### config.mk
export PLATFORM = sky130hd
export DESIGN_NAME = sst_seq
export DESIGN_NICKNAME = d
export VERILOG_FILES = /design/src/rtl/sst_pkg.sv /design/src/rtl/sst_m2_sync.sv /design/src/rtl/sst_seq.sv
export SDC_FILE = /design/constraint.sdc
export NUM_CORES = 1
export LEC_CHECK = 0
export BUFFER_PORTS_ARGS = -buffer_cell sky130_fd_sc_hd__buf_2
export CORE_ASPECT_RATIO = 0.5
export CORE_MARGIN = 4
export CORE_UTILIZATION = 45
export CTS_BUF_LIST = sky130_fd_sc_hd__clkbuf_8
export DETAILED_ROUTE_END_ITERATION = 12
export PLACE_DENSITY = 0.75
export SYNTH_ARGS = -nofsm -noshare
export SYNTH_HDL_FRONTEND = slang
export SYNTH_SLANG_ARGS = --single-unit
export TNS_END_PERCENT = 10
### constraint.sdc
create_clock -name clk -period 7.1 [get_ports clk]
set_input_delay 1.065 -clock clk [delete_from_list [all_inputs] [get_ports clk]]
set_output_delay 1.065 -clock clk [all_outputs]
set_load 0.05 [all_outputs]
### src/rtl/sst_pkg.sv
// sst_pkg: shared types and constants for the mapper save-state (SST) sequencer.
//   sst_state_t : sequencer state encoding (exposed as sst_seq.state for debug).
//   sst_bus_t   : SST master bundle (act, addr, we_reg, dato), the same fields as
//                 the existing SSTBus.
//   SST_MAP_IDX_ADDR : SST address holding the mapper index byte.
//   M2_TIMEOUT  : number of clk cycles to wait for an m2 edge before giving up.
package sst_pkg;

   typedef enum logic [3:0] {
      ST_IDLE   = 4'd0,
      ST_ARM    = 4'd1,
      ST_S_RD   = 4'd2,
      ST_S_WR   = 4'd3,
      ST_L_RD   = 4'd4,
      ST_L_WR   = 4'd5,
      ST_L_HOLD = 4'd6,
      ST_NEXT   = 4'd7,
      ST_FIN    = 4'd8,
      ST_C_RD   = 4'd9,   // map check: fetch buffered mapper index
      ST_C_CMP  = 4'd10   // map check: compare with live mapper index
   } sst_state_t;

   localparam logic [7:0]  SST_MAP_IDX_ADDR = 8'd127;
   localparam logic [15:0] M2_TIMEOUT       = 16'hFFFF;

   typedef struct packed {
      logic       act;
      logic [7:0] addr;
      logic       we_reg;
      logic [7:0] dato;
   } sst_bus_t;

endpackage

### src/rtl/sst_m2_sync.sv
// sst_m2_sync: synchronizes the asynchronous CPU M2 into clk and produces
// one-clk rise/fall pulses of the synchronized level.
//   clk, rst  : system clock, asynchronous active-high reset
//   m2_async  : raw CPU M2
//   m2_rise   : one-clk pulse on a synchronized 0->1 transition
//   m2_fall   : one-clk pulse on a synchronized 1->0 transition
// SYNC_STG must be at least 2. A raw edge shows up as a pulse SYNC_STG clk
// edges after it is first sampled.
module sst_m2_sync #(
   parameter int SYNC_STG = 2
) (
   input  logic clk,
   input  logic rst,
   input  logic m2_async,
   output logic m2_rise,
   output logic m2_fall
);

   logic [SYNC_STG-1:0] sync_q;
   logic                prev_q;
   logic                m2_s;

   always_ff @(posedge clk or posedge rst) begin
      if (rst) begin
         sync_q <= '0;
         prev_q <= 1'b0;
      end else begin
         sync_q <= {sync_q[SYNC_STG-2:0], m2_async};
         prev_q <= sync_q[SYNC_STG-1];
      end
   end

   assign m2_s    = sync_q[SYNC_STG-1];
   assign m2_rise = m2_s & ~prev_q;
   assign m2_fall = ~m2_s & prev_q;

endmodule

### src/rtl/sst_seq.sv
// sst_seq: save-state sequencer, initiator end of the mapper SST bus.
//   Save walks SST addresses 0..REG_CNT-1 and copies each mapper byte (sst_di)
//   into the snapshot buffer; load copies the buffer back into the mapper with
//   m2-paced register writes.
// Ports:
//   clk, rst                 : system clock, asynchronous active-high reset
//   cpu_m2                   : CPU M2, asynchronous to clk
//   start_save, start_load   : one-clk start pulses (save wins if both)
//   busy, done, err          : status; err is sticky until the next start
//   sst_act/addr/we_reg/dato : SST master bundle to the mapper
//   sst_di                   : mapper readback for sst_addr
//   mem_addr/wr/rd/dout      : snapshot buffer request side
//   mem_din, mem_ack         : snapshot buffer response side
// Handshakes: mem_wr / mem_rd is a request that stays high, with mem_addr and
//   mem_dout stable, until the clk in which mem_ack is sampled high; mem_din is
//   valid in that clk and the request drops on the next clk. sst_we_reg is held
//   high, with sst_addr/sst_dato stable, across one complete falling edge of m2.
// Optional feature: define SST_MAP_CHECK_EN to verify the buffered mapper
//   index (address 127) against the live mapper before any load write.
// Debug: the FSM state is visible as the internal signal 'state'.
module sst_seq
   import sst_pkg::*;
#(
   parameter int REG_CNT  = 128,
   parameter int SYNC_STG = 2
) (
   input  logic       clk,
   input  logic       rst,
   input  logic       cpu_m2,
   input  logic       start_save,
   input  logic       start_load,
   output logic       busy,
   output logic       done,
   output logic       err,
   output logic       sst_act,
   output logic [7:0] sst_addr,
   output logic       sst_we_reg,
   output logic [7:0] sst_dato,
   input  logic [7:0] sst_di,
   output logic [7:0] mem_addr,
   output logic       mem_wr,
   output logic       mem_rd,
   output logic [7:0] mem_dout,
   input  logic [7:0] mem_din,
   input  logic       mem_ack
);

   localparam logic [7:0]  LAST_ADDR = 8'(REG_CNT - 1);
   localparam logic [15:0] FRESH_CNT = 16'(SYNC_STG);

   sst_state_t  state, state_d;
   sst_bus_t    bus;
   logic        op_load;
   logic [7:0]  addr_q, dato_q, dout_q;
   logic [15:0] timer_q;
   logic        err_q, done_q;
   logic        m2_rise, m2_fall;
   logic        fresh_fall, tmo_hit, fail;

   sst_m2_sync #(.SYNC_STG(SYNC_STG)) u_m2_sync (
      .clk      (clk),
      .rst      (rst),
      .m2_async (cpu_m2),
      .m2_rise  (m2_rise),
      .m2_fall  (m2_fall)
   );

   // timer_q counts clks since entering the current state. A fall pulse seen
   // in the first SYNC_STG clks of a state comes from a raw edge that happened
   // before act/we_reg changed, so the mapper never saw it with the new bus
   // value; only later falls count.
   assign fresh_fall = m2_fall && (timer_q >= FRESH_CNT);
   assign tmo_hit    = (timer_q == (M2_TIMEOUT - 16'd1));

   always_ff @(posedge clk or posedge rst) begin
      if (rst) state <= ST_IDLE;
      else     state <= state_d;
   end

   always_comb begin
      state_d = state;
      fail    = 1'b0;
      case (state)
         ST_IDLE:   if (start_save || start_load) state_d = ST_ARM;
         ST_ARM: begin
            if (fresh_fall) begin
               if (!op_load) state_d = ST_S_RD;
               else begin
`ifdef SST_MAP_CHECK_EN
                  state_d = ST_C_RD;
`else
                  state_d = ST_L_RD;
`endif
               end
            end else if (tmo_hit) begin
               fail    = 1'b1;
               state_d = ST_IDLE;
            end
         end
         // Two clks with sst_addr held before sampling sst_di.
         ST_S_RD:   if (timer_q[0]) state_d = ST_S_WR;
         ST_S_WR:   if (mem_ack) state_d = ST_NEXT;
         ST_L_RD:   if (mem_ack) state_d = ST_L_WR;
         ST_L_WR: begin
            if (fresh_fall) state_d = ST_L_HOLD;
            else if (tmo_hit) begin
               fail    = 1'b1;
               state_d = ST_IDLE;
            end
         end
         // M2 stuck low after the write edge would otherwise hang here.
         ST_L_HOLD: begin
            if (m2_rise) state_d = ST_NEXT;
            else if (tmo_hit) begin
               fail    = 1'b1;
               state_d = ST_IDLE;
            end
         end
         ST_NEXT: begin
            if (addr_q == LAST_ADDR) state_d = ST_FIN;
            else                     state_d = op_load ? ST_L_RD : ST_S_RD;
         end
         ST_FIN: begin
            if (fresh_fall) state_d = ST_IDLE;
            else if (tmo_hit) begin
               fail    = 1'b1;
               state_d = ST_IDLE;
            end
         end
         ST_C_RD:   if (mem_ack) state_d = ST_C_CMP;
         ST_C_CMP: begin
            if (timer_q[0]) begin
               if (sst_di != dato_q) begin
                  fail    = 1'b1;
                  state_d = ST_IDLE;
               end else begin
                  state_d = ST_L_RD;
               end
            end
         end
         default:   state_d = ST_IDLE;
      endcase
   end

   always_ff @(posedge clk or posedge rst) begin
      if (rst) begin
         op_load <= 1'b0;
         addr_q  <= 8'd0;
         dato_q  <= 8'd0;
         dout_q  <= 8'd0;
         timer_q <= 16'd0;
         err_q   <= 1'b0;
         done_q  <= 1'b0;
      end else begin
         timer_q <= (state_d != state) ? 16'd0 : timer_q + 16'd1;
         done_q  <= (state != ST_IDLE) && (state_d == ST_IDLE);
         if (fail) err_q <= 1'b1;
         case (state)
            ST_IDLE: begin
               if (start_save || start_load) begin
                  op_load <= !start_save;
                  addr_q  <= 8'd0;
                  err_q   <= 1'b0;
               end
            end
            ST_ARM: begin
`ifdef SST_MAP_CHECK_EN
               if (fresh_fall && op_load) addr_q <= SST_MAP_IDX_ADDR;
`endif
            end
            ST_S_RD:  if (timer_q[0]) dout_q <= sst_di;
            ST_L_RD,
            ST_C_RD:  if (mem_ack) dato_q <= mem_din;
            ST_C_CMP: if (timer_q[0] && !fail) addr_q <= 8'd0;
            ST_NEXT:  if (addr_q != LAST_ADDR) addr_q <= addr_q + 8'd1;
            default:  ;
         endcase
      end
   end

   // Strobes decode straight from the state register so an async reset drops
   // them immediately.
   always_comb begin
      bus.act    = (state != ST_IDLE);
      bus.addr   = addr_q;
      bus.we_reg = (state == ST_L_WR) || (state == ST_L_HOLD);
      bus.dato   = dato_q;
   end

   assign sst_act    = bus.act;
   assign sst_addr   = bus.addr;
   assign sst_we_reg = bus.we_reg;
   assign sst_dato   = bus.dato;
   assign busy       = (state != ST_IDLE);
   assign done       = done_q;
   assign err        = err_q;
   assign mem_addr   = addr_q;
   assign mem_wr     = (state == ST_S_WR);
   assign mem_rd     = (state == ST_L_RD) || (state == ST_C_RD);
   assign mem_dout   = dout_q;

endmodule

==> reports/metrics.cfg <==
[critical_path]
critical_path_arrival_ps=3250
rr_startpoint=mem_addr[0]
critPathRequiredTime_ps=7260
crit_start=mem_addr[0]
worstPathMaxFanout=16
crit_type=register to register
end_kind=register
start_kind=register

[pwr]
irDropWorstVdd_v=0.000243
power_density_mw_per_mm2=402
leakagePower_nw=1.46
p_total_mw=1.31

[synthesis]
synth_top_family_by_area=simple AND/OR/NAND/NOR gates
synth-compound-area-share_pct=11.6
synth_ff_type=dfrtp_1
synthCells=279
synthXorXnorAreaFrac_pct=6.72
syn_area_sq_mm=0.00287
synth_cell_types=53
avgSynthCellArea_sq_um=10.3
ys_ff_latch=50
yosys.area_share.adder_pct=1.31
ys_seq_area_share_pct=43.6
syn_nets=304
synthMuxAreaShare_pct=6.81
async_reset_ff_share_pct=100
synth_enable_flop_cells=0
yosys.area_share.simple_pct=24.3
ys_warn_count=0

[floorplanning]
start_util_pct=46.8
rows=20
die_x_um=121
core_area_sq_mm=0.00613
ioPinCount=61
dieArea_sq_mm=0.00779
die_y_um=64.4

[cells_and_area]
diodes=0
layout_commonest_cell=buf_2
fin_nets=350
drive_above_1_share_pct=33.7
fillers=558
layout_common_cells=buf_2, dfrtp_1, xor2_1
finalNonFillerCells=414
fin_area_sq_mm=0.00326
area_growth_pct=13.9

[global_routing]
grt_pass1_wl_um=11200
grt_pass1_vias=2266
busiest_layer=met2
use_met3_pct=4.97
grtUsageTotal_pct=17.9
grt_start_max_net_pins=51
use_met2_pct=27.9
grt_overflow=0
use_met1_pct=25.0
antenna_found_initial=0

[sta]
maxSlewHeadroom_pct=31.8
fin_ws_ps=4010
finalMaxSlewViolations=0
worst_pin_slew_ps=1020
grt_setup_unrepaired=no
tns_ps=0
fmax_ghz=0.324
period_needed_ps=3090
hold_viol=0
fin_crit_sh_pct=43.5
finClkSkew_ps=5.11
finalSetupViolCount=0

[drt]
drcViolationCount=0
wl_per_cell_um=15.7
firstDrtPassIters=5
postRouteAntennaNets=0
drt_first_iter_violations=151
num_vias=2332
via_per_inst=5.63
wl_um=6520

[clock_network]
tritoncts=yes
clkLatencyLatePin_ps=310
hold_buffers=0
h-tree-depth=2
root_buffer=clkbuf_8
clock-sinks=50
cts-buffers-inserted=5
clk_pin_slew_ps=100
cts_resized=0
cts_setup_buffers=0
clockBufferDepth=2

[placement]
placed_area_sq_mm=0.00315
gp_congestion=0.958
dp_cells=406
dp_hpwl_um=4850
dpl_worst_slack_ps=3940
portBuffers=60

[min_path]
worst_hold_path_type=register to register
hp-start=u_m2_sync.sync_q[0]

[status]
status=complete, no violations

[run]
drv_cap=0

[final timing paths]
check,slack [ps],depth (start not counted),end
min,370,0,u_m2_sync.sync_q[1]
max in group asynchronous,5470,2,done
min in group asynchronous,990,2,sst_dato[0]
max reg2reg,4010,7,timer_q[3]
min reg2reg,370,0,u_m2_sync.sync_q[1]
max,4010,7,timer_q[3]
[layout make-up]
| type | instances | area (sq um) | share of cell area, % |
|---|---|---|---|
| clock inverters | 3 | 48.8 | 1.49 |
| multi-input cells | 200 | 1460 | 44.6 |
| repair buffers | 60 | 300 | 9.20 |
| inverters | 8 | 30.0 | 0.920 |
| clock buffers | 5 | 68.8 | 2.11 |
| well taps | 88 | 110 | 3.37 |
| flip-flops and latches | 50 | 1250 | 38.3 |
[synth_stat cells (2+ instances only)]
| master | instances | area share, % |
|---|---|---|
| a211o_1 | 3 | 0.92 |
| a21oi_1 | 8 | 1.4 |
| a2bb2oi_1 | 2 | 0.61 |
| a31oi_1 | 3 | 0.65 |
| a41oi_1 | 2 | 0.61 |
| and2_1 | 4 | 0.87 |
| and3_1 | 2 | 0.44 |
| buf_2 | 2 | 0.35 |
| buf_4 | 10 | 2.6 |
| clkbuf_1 | 8 | 1.0 |
| dfrtp_1 | 50 | 44 |
| ha_1 | 3 | 1.3 |
| inv_1 | 8 | 1.0 |
| mux2_2 | 16 | 6.3 |
| nand2_1 | 12 | 1.6 |
| nand2b_1 | 7 | 1.5 |
| nand3_1 | 12 | 2.1 |
| nand3b_1 | 2 | 0.52 |
| nand4_1 | 5 | 1.1 |
| nand4_2 | 4 | 1.7 |
| nand4b_1 | 2 | 0.61 |
| nor2_1 | 14 | 1.8 |
| nor2b_1 | 5 | 1.1 |
| nor3_1 | 11 | 1.9 |
| nor3_2 | 11 | 3.8 |
| nor3b_1 | 2 | 0.52 |
| nor4_1 | 10 | 2.2 |
| o21ai_0 | 12 | 2.1 |
| o31ai_1 | 4 | 1.0 |
| or3b_2 | 2 | 0.61 |
| xnor2_1 | 5 | 1.5 |
| xor2_1 | 17 | 5.2 |
[layer usage]
layer,vias to the layer above,part of all wire (%),wire [um]
met5,-,0,0
met4,0,0.41,27
met3,3,6.8,445
met2,78,45,2930
met1,1148,48,3120
li1,1103,-,-
[per-stage QoR]
step                      hold WS, ps  util, %
after floorplan                   331        -
after global placement            334     51.3
after detailed placement          358     51.3
after CTS                         378     53.2
after global routing              383     53.2
final                             366     53.2
[critical path, cell delays in order (launching register included)]
cell	delay, ps
dfrtp_1	460
ha_1	240
nand3_1	160
o31ai_1	690
a2bb2oi_1	260
nand4_1	200
o2111ai_2	810
nor3_1	110
[sequential cells by signal, indices dropped and copies added, names as in the netlist]
signal / flops
mem_dout: 8
err: 1
u_m2_sync.prev_q: 1
timer_q: 16
sst_dato: 8
op_load: 1
mem_addr: 8
done: 1
state: 4
u_m2_sync.sync_q: 2
[power by group]
| group | internal [mW] | leakage [nW] | switching (mW) |
|---|---|---|---|
| Clock | 0.107 | 0.0563 | 0.105 |
| Sequential | 0.351 | 0.649 | 0.0831 |
| Combinational | 0.195 | 0.756 | 0.472 |
| Total | 0.653 | 1.46 | 0.660 |
[logic make-up (layout without fill, tap and decap cells)]
kind of cell / after synthesis / after routing
AND/OR/NAND/NOR: 111 / 111
AO/OA/AOI/OAI: 47 / 47
multiplexers: 17 / 17
adder cells (fa/ha/maj): 3 / 3
buffers and inverters: 29 / 76
XOR/XNOR: 22 / 22
flip-flops: 50 / 50
(Power assumes the default switching activity.)
